### config.mk
export PLATFORM = sky130hd
export DESIGN_NAME = framebuffer_window_reader
export DESIGN_NICKNAME = d
export VERILOG_FILES = /design/src/rtl/fb_pkg.sv /design/src/rtl/fb_coord_scanner.sv /design/src/rtl/framebuffer_window_reader.sv
export SDC_FILE = /design/constraint.sdc
export NUM_CORES = 1
export LEC_CHECK = 0
export CORE_AREA = 10 10 116 223
export DETAILED_ROUTE_END_ITERATION = 8
export DIE_AREA = 0 0 126 233
export PLACE_DENSITY = 0.67
export SYNTH_ARGS = -nofsm -noshare
export SYNTH_HDL_FRONTEND = slang
export SYNTH_SLANG_ARGS = --single-unit
### constraint.sdc
create_clock -name clk -period 2.6 [get_ports clk]
set_clock_uncertainty 0.1 [all_clocks]
set_input_delay 0.65 -clock clk [delete_from_list [all_inputs] [get_ports clk]]
set_output_delay 0.65 -clock clk [all_outputs]
set_load 0.03 [all_outputs]
### src/rtl/fb_pkg.sv
// Shared framebuffer geometry, pixel-chunk types and the window reader state encoding.
package fb_pkg;

   localparam int FB_WIDTH   = 640;
   localparam int FB_HEIGHT  = 480;
   localparam int COORD_BITS = 10;
   localparam int PIX_BITS   = 4;
   localparam int WIN_DIM    = 5;
   localparam int CHUNK_BITS = WIN_DIM * WIN_DIM * PIX_BITS;

   // One extra bit so that coordinate + stride never wraps before it is compared.
   localparam int ARITH_BITS = COORD_BITS + 1;

   typedef logic [COORD_BITS-1:0] coord_t;
   typedef logic [CHUNK_BITS-1:0] chunk_t;
   typedef logic [ARITH_BITS-1:0] coord_ext_t;

   typedef enum logic [2:0] {
      IDLE,
      REQ,
      PRESENT,
      RELEASE,
      FINISH
   } reader_state_t;

   function automatic coord_ext_t extend_coord(input coord_t c);
      return {1'b0, c};
   endfunction

endpackage

### src/rtl/fb_coord_scanner.sv
// Raster x/y counter stepping by STRIDE; shared by the framebuffer read and write sides.
module fb_coord_scanner
   import fb_pkg::*;
#(
   parameter int WIDTH  = FB_WIDTH,
   parameter int HEIGHT = FB_HEIGHT,
   parameter int STRIDE = 1
)
(
   input  logic   clk,
   input  logic   reset,
   input  logic   load,
   input  logic   step,
   output coord_t x,
   output coord_t y,
   output logic   is_last
);

   localparam coord_ext_t STEP  = coord_ext_t'(STRIDE);
   localparam coord_ext_t X_MAX = coord_ext_t'(WIDTH - 1);
   localparam coord_ext_t Y_MAX = coord_ext_t'(HEIGHT - 1);

   coord_ext_t x_next;
   coord_ext_t y_next;
   logic       x_wrap;
   logic       y_wrap;

   always_comb begin
      x_next = extend_coord(x) + STEP;
      y_next = extend_coord(y) + STEP;
      x_wrap = (x_next > X_MAX);
      y_wrap = (y_next > Y_MAX);
   end

   assign is_last = x_wrap && y_wrap;

   // The final position is held rather than stepped, so the coordinates rest there when idle.
   always_ff @(posedge clk or negedge reset) begin
      if (!reset) begin
         x <= '0;
         y <= '0;
      end else if (load) begin
         x <= '0;
         y <= '0;
      end else if (step && !is_last) begin
         if (x_wrap) begin
            x <= '0;
            y <= y_next[COORD_BITS-1:0];
         end else begin
            x <= x_next[COORD_BITS-1:0];
         end
      end
   end

endmodule

### src/rtl/framebuffer_window_reader.sv
// Walks window centres over the framebuffer, fetches each 5x5 chunk and streams it downstream.
module framebuffer_window_reader
   import fb_pkg::*;
#(
   parameter int WIDTH          = FB_WIDTH,
   parameter int HEIGHT         = FB_HEIGHT,
   parameter int STRIDE         = 1,
   parameter int TIMEOUT_CYCLES = 1024
)
(
   input  logic   clk,
   input  logic   reset,
   input  logic   start,
   output logic   busy,
   output logic   done,
   output logic   timeout_err,
   output coord_t x_pos,
   output coord_t y_pos,
   output logic   read,
   input  chunk_t data_chunk,
   input  logic   data_ready,
   output chunk_t win_data,
   output coord_t win_x,
   output coord_t win_y,
   output logic   win_valid,
   input  logic   win_ready,
   output logic   win_last
);

   localparam int TO_BITS = $clog2(TIMEOUT_CYCLES + 1);

   reader_state_t        state;
   reader_state_t        state_next;
   logic [TO_BITS-1:0]   wait_count;
   logic                 scan_last;
   logic                 accept;
   logic                 capture;
   logic                 handshake;
   logic                 timed_out;

   assign accept    = (state == IDLE) && start;
   assign capture   = (state == REQ) && data_ready;
   assign handshake = (state == PRESENT) && win_ready;
   assign timed_out = (state == REQ) && !data_ready
                      && (wait_count == TO_BITS'(TIMEOUT_CYCLES - 1));

   fb_coord_scanner #(
      .WIDTH  (WIDTH),
      .HEIGHT (HEIGHT),
      .STRIDE (STRIDE)
   ) scanner (
      .clk     (clk),
      .reset   (reset),
      .load    (accept),
      .step    (handshake),
      .x       (x_pos),
      .y       (y_pos),
      .is_last (scan_last)
   );

   always_ff @(posedge clk or negedge reset) begin
      if (!reset) begin
         state <= IDLE;
      end else begin
         state <= state_next;
      end
   end

   always_comb begin
      state_next = state;
      unique case (state)
         IDLE:    if (start) state_next = REQ;
         REQ: begin
            if (data_ready) begin
               state_next = PRESENT;
            end else if (timed_out) begin
               state_next = IDLE;
            end
         end
         PRESENT: if (win_ready) state_next = scan_last ? FINISH : RELEASE;
         // Wait out any response strobe still high from the previous capture.
         RELEASE: if (!data_ready) state_next = REQ;
         FINISH:  state_next = IDLE;
         default: state_next = IDLE;
      endcase
   end

   always_comb begin
      read      = 1'b0;
      busy      = 1'b0;
      done      = 1'b0;
      win_valid = 1'b0;
      unique case (state)
         REQ: begin
            read = 1'b1;
            busy = 1'b1;
         end
         PRESENT: begin
            win_valid = 1'b1;
            busy      = 1'b1;
         end
         RELEASE: busy = 1'b1;
         FINISH:  done = 1'b1;
         default: ;
      endcase
   end

   assign win_last = win_valid && scan_last;

   // Counts cycles spent holding read; restarts from zero on every entry into REQ.
   always_ff @(posedge clk or negedge reset) begin
      if (!reset) begin
         wait_count <= '0;
      end else if (state != REQ) begin
         wait_count <= '0;
      end else begin
         wait_count <= wait_count + TO_BITS'(1);
      end
   end

   always_ff @(posedge clk or negedge reset) begin
      if (!reset) begin
         timeout_err <= 1'b0;
      end else if (accept) begin
         timeout_err <= 1'b0;
      end else if (timed_out) begin
         timeout_err <= 1'b1;
      end
   end

   always_ff @(posedge clk or negedge reset) begin
      if (!reset) begin
         win_data <= '0;
         win_x    <= '0;
         win_y    <= '0;
      end else if (capture) begin
         win_data <= data_chunk;
         win_x    <= x_pos;
         win_y    <= y_pos;
      end
   end

endmodule

# After elaboration in Yosys (flattened, before gate mapping)
# Cells that the tools add are included.
[op_classes] addsub=3 order_cmp=2 n_eq_ne=10 mux=20 reduce_logical=17
[op_table] op="$mux W10" n=6
[op_table] op="$add A10 B1 Y11 const B" n=2
[op_table] op="$mux W3" n=6
[op_table] op="$pmux W3 S4" n=1
[op_table] op="$add A11 B1 Y11 const B" n=1
[op_table] op="$eq A11 B10 Y1 const B" n=1
[op_table] op="$gt A11 B10 Y1 const B" n=1
[op_table] op="$gt A11 B9 Y1 const B" n=1
[op_table] op="$mux W11" n=1
[op_table] op="$logic_and A1 B1 Y1" n=8
[op_table] op="$eq A3 B2 Y1 const B" n=2
[op_table] op="$mux W1" n=6
[op_table] op="$ne A2 B2 Y1 const B" n=3
[op_table] op="$reduce_bool A2 Y1" n=3
[op_table] op="$reduce_and A4 Y1" n=1
[op_table] op="$eq A3 B1 Y1 const B" n=1
[op_table] op="$eq A3 B3 Y1 const B" n=1
[op_table] op="$logic_not A3 Y1" n=1
[op_table] op="$ne A3 B1 Y1 const B" n=1
[op_table] op="$ne A3 B3 Y1 const B" n=1
[op_table] op="$reduce_or A3 Y1" n=1
[op_table] op="$logic_not A1 Y1" n=2
[op_table] op="$reduce_and A2 Y1" n=1
[totals] register_bits=155 input_bits=105 output_inout_bits=146 wordCells=60

# Logic depth before layout (Yosys ltp)
[depth] depth_word=7 ltp_mapped=10

# By module
# A second synthesis with hierarchy kept.
[unflattened] hier_cells=511 hier_area_um2=6875.3
[modules_own_cells] module="framebuffer_window_reader" instances=1 cells_each=328 area_per_inst_um2=5253.8
[modules_own_cells] module="fb_coord_scanner" instances=1 cells_each=183 area_per_inst_um2=1621.6

# Least setup slack after synthesis
# No wires, ideal clock.
[synth_timing] path_type="reg2out" from="register scanner.x[0]" to="output win_last" t_arrival_ns=2.199 required_time_ns=1.850 setup_slack_ns=-0.349 stages_incl_launch_ff=9 n_path_buf=1 cell_sequence="dfrtp_1 ha_1 buf_4 and4_4 and3b_1 o211ai_1 a32oi_4 nor2_1 and3_1"
[synth_between] elab_chain_cells=4
[synth_rtl] item="from (decl)" line_no="fb_coord_scanner.sv:14" text="output coord_t x,"
[synth_rtl] item="from (signal assigned)" line_no="fb_coord_scanner.sv:50" text="x <= x_next[COORD_BITS-1:0];"
[synth_rtl] item="$add A10 B1 Y11" line_no="fb_coord_scanner.sv:29" text="x_next = extend_coord(x) + STEP;"
[synth_rtl] item="$gt A11 B10 Y1" line_no="fb_coord_scanner.sv:31" text="x_wrap = (x_next > X_MAX);"
[synth_rtl] item="$logic_and A1 B1 Y1" line_no="fb_coord_scanner.sv:35" text="assign is_last = x_wrap && y_wrap;"
[synth_rtl] item="$logic_and A1 B1 Y1" line_no="framebuffer_window_reader.sv:108" text="assign win_last = win_valid && scan_last;"
[synth_rtl] item="to (decl)" line_no="framebuffer_window_reader.sv:27" text="output logic win_last"
# Every way passes these cells.

# Worst setup path after layout
[layout_timing] from="register scanner.y[0]" to="output win_last"
[layout_between] elab_chain_cells=4
[layout_rtl] item="from (decl)" line_no="fb_coord_scanner.sv:15" text="output coord_t y,"
[layout_rtl] item="from (signal assigned)" line_no="fb_coord_scanner.sv:48" text="y <= y_next[COORD_BITS-1:0];"
[layout_rtl] item="$add A10 B1 Y11" line_no="fb_coord_scanner.sv:30" text="y_next = extend_coord(y) + STEP;"
[layout_rtl] item="$gt A11 B9 Y1" line_no="fb_coord_scanner.sv:32" text="y_wrap = (y_next > Y_MAX);"
[layout_rtl] item="$logic_and A1 B1 Y1" line_no="fb_coord_scanner.sv:35"
[layout_rtl] item="$logic_and A1 B1 Y1" line_no="framebuffer_window_reader.sv:108"
# Every way passes these cells.

==> metrics.txt <==
Seq pwr share 31.0%; Residual DRC 0; Final Non-Filler Cells ~1.1k; nets@finish 900; synth top area cells dfrtp_1 (59%), mux2_2 (21%), nor2_1 (1.8%); wire length of the first global-routing pass 31600 um; Hold Path Class in2async; Slew headroom 62.9%; total core area ~22000 um^2; FF-to-FF Start scanner.y[1]$_DFFE_PN0P_; Rows 77; failing checks negative setup slack; routed wire length 21200 um; net switching power 4570 uW; vias per std cell 4.72; required time of the critical path approximately 1.9 ns; GP Congestion 0.787; number of CTS-inserted buffers 17; area leader, netlist dfrtp_1; Commonest cells post-synth dfrtp_1 (155), mux2_2 (120), nor2_1 (32), nand2_1 (19), clkbuf_1 (15); vias in the first global route 5429; Static Leak 0.00449 uW; Area after DPL 9720 um^2; Hold Slack 0.0879 ns; diode count 0; worst slew pin tran 0.557 ns; FF-to-FF setup slack 0.04 ns; status finished, violations left; syn_area_per_cell approximately 13 um^2; Critical Path AT 2.20 ns; Final ANT Viol Nets 0; starting DRC count in detailed routing 146; DP HPWL 16000 um; Async SR Flop Fraction 100%; clock share of power between 20% and 30%; total number of vias roughly 5k; initial antenna violation count 0; pin count of the biggest net entering global routing 56; Layout area overhead 60.6%; Max Root-Sink Buffers 2; Worst VDD drop 0.603 mV; crit path setup slack, layout -0.352 ns; number of synthesized flops with an enable pin 0; Worst Reg-to-Reg Cells 12; Comb power frac 47.2%; top_reg_cell synth dfrtp_1; IO Pins 251; total nets after synthesis 604; number of port buffers 250; Worst R2R End scanner.y[0]$_DFFE_PN0P_; CTS root buf clkbuf_16; Critical Path Sink win_last; Ys Warns 0; share of post-route cells with drive strength above 1 30.0%; flops & latches, synth 155; post-synth top area share 58.9%; register area share after synthesis about three fifths; RSZ-0062 raised after global routing true; most numerous cell in the Yosys netlist dfrtp_1; die area 29400 um^2; CP Class reg2out; final hold viol count 0; initial core utilization 29.7%; Max Cap Viol 0; Achievable Freq 339 MHz; Fill cells 2031; Die W 126 um; CP Launch Type register; pre-CTS setup slack -0.0677 ns; Mapped Area 6590 um^2; minimum clock period approximately 3.0 ns; Mapped Cells 494; setup violators final 1; P per Cell Area ~1100 nW/um^2; Die Height 233 um; crit path launch scanner.y[0]$_DFFE_PN0P_; cell total after placement between 1k and 1.5k; Core Util, Final 47.8%; post-synth cell types 55; Final Cycle Share 114%; final non-filler cell area 10600 um^2; Setup crit end kind output port; switching part of the total between 30% and 40%; pins over their slew limit 0; clk sinks 155; clk_lat worst skew 0.43 ns; internal power 7500 uW; hold buffers post-CTS 0; grt total ovfl 0; All-Layer GR Usage 13.9%; worst-path maximum fanout 5; CTS tree built; number of iterations in the first detailed-routing pass 4; routed wire length per instance between 15 and 20 um; H-tree Lvls 4; Reg clk slew, reported paths 0.06 ns
## sequential cells by signal, indices dropped and copies added (netlist names)
| name | flops |
|---|---|
| scanner.y | 10 |
| win_data | 100 |
| win_y | 10 |
| timeout_err | 1 |
| state | 3 |
| wait_count | 11 |
| scanner.x | 10 |
| win_x | 10 |
## worst max-delay path: stages, from the launching register on
cell and delay, ns:
dfrtp_2 0.44, inv_2 0.07, ha_4 0.20, nor4b_4 0.25, nand4_1 0.15, o211a_1 0.18
o21ai_2 0.15, and3_4 0.21, buf_6 0.13
## kinds of logic (layout without fill, tap and decap cells)
logic type,after synthesis,count (layout),share of synthesized area (%)
fa+ha+maj,5,5,0.949
mux,122,122,20.8
compound gates,46,47,5.51
simple gates,119,120,9.82
flops,155,155,58.9
buf+inv,34,341,2.34
xor+xnor,13,13,1.73
## power by group through the flow
| stage | combinational [uW] | sequential [uW] | clock, uW |
|---|---|---|---|
| finish | 5700 | 3750 | 2630 |
| floorplan | 1460 | 5450 | 0 |
| detailed placement | 5710 | 3800 | 0 |
| global placement | 5670 | 3760 | 0 |
| CTS | 5720 | 3760 | 2710 |
| global route | 5960 | 3870 | 2810 |
## per-stage QoR
| step | total power (uW) | setup TNS [ns] |
|---|---|---|
| floorplan | 6910 | -0.120 |
| global placement | 9430 | -0.0567 |
| detailed placement | 9500 | -0.146 |
| CTS | 12200 | -0.412 |
| global route | 12600 | -1.65 |
| finish | 12100 | -0.352 |
## what timing repair did
| action | in CTS | in global routing |
|---|---|---|
| cloned | 0 | 3 |
| pin swaps | 6 | 14 |
| setup buffers | 3 | 8 |
| gates resized for setup | 13 | 15 |
| hold endpoints to repair | 0 | 0 |
| setup endpoints to repair | 12 | 21 |
## how the worst min path moves through the flow
| stage | slack [ns] | endpoint | cells after the start | start |
|---|---|---|---|---|
| after floorplan | 0.25 | scanner.x[0]$_DFFE_PN0P_ | 0 | reset |
| after global placement | 0.38 | timeout_err$_DFFE_PN0P_ | 2 | timeout_err$_DFFE_PN0P_ |
| after detailed placement | 0.39 | wait_count[0]$_DFF_PN0_ | 1 | wait_count[0]$_DFF_PN0_ |
| after CTS | 0.10 | win_x[1]$_DFFE_PN0P_ | 1 | reset |
| after global routing | 0.11 | win_data[65]$_DFFE_PN0P_ | 1 | reset |
| final | 0.09 | win_data[65]$_DFFE_PN0P_ | 1 | reset |
## layer usage
layer	vias up	share of wire [%]	track usage [%]
met5	-	0	0
met4	0	2.6	5.29
met3	26	5.4	5.06
met2	114	59	26.7
met1	2584	33	12.9
li1	2368	-	-
## cell type report
| cell class | instances | area (um^2) | area share [%] |
|---|---|---|---|
| Clock buffer | 20 | 467 | 4.41 |
| Clock inverter | 12 | 159 | 1.50 |
| Sequential cell | 155 | 3880 | 36.7 |
| Timing Repair Buffer | 301 | 2980 | 28.1 |
| Multi-Input combinational cell | 307 | 2720 | 25.7 |
| Inverter | 8 | 30.0 | 0.284 |
| Tap cell | 276 | 345 | 3.26 |
## cells in the final DEF (no fill, tap or decap), types with 5 or more instances in the layout
cell	count
xnor2_1	9
nand3_1	10
mux2_2	120
inv_1	7
or3_1	7
nor3_1	7
dfrtp_1	152
nand4_1	8
buf_12	5
nor2_1	30
clkdlybuf4s50_1	242
buf_4	44
o21ai_0	5
nand2_1	19
a211o_1	5
clkbuf_16	18
a21oi_1	8
No activity file was read; power rests on OpenSTA's default activity.
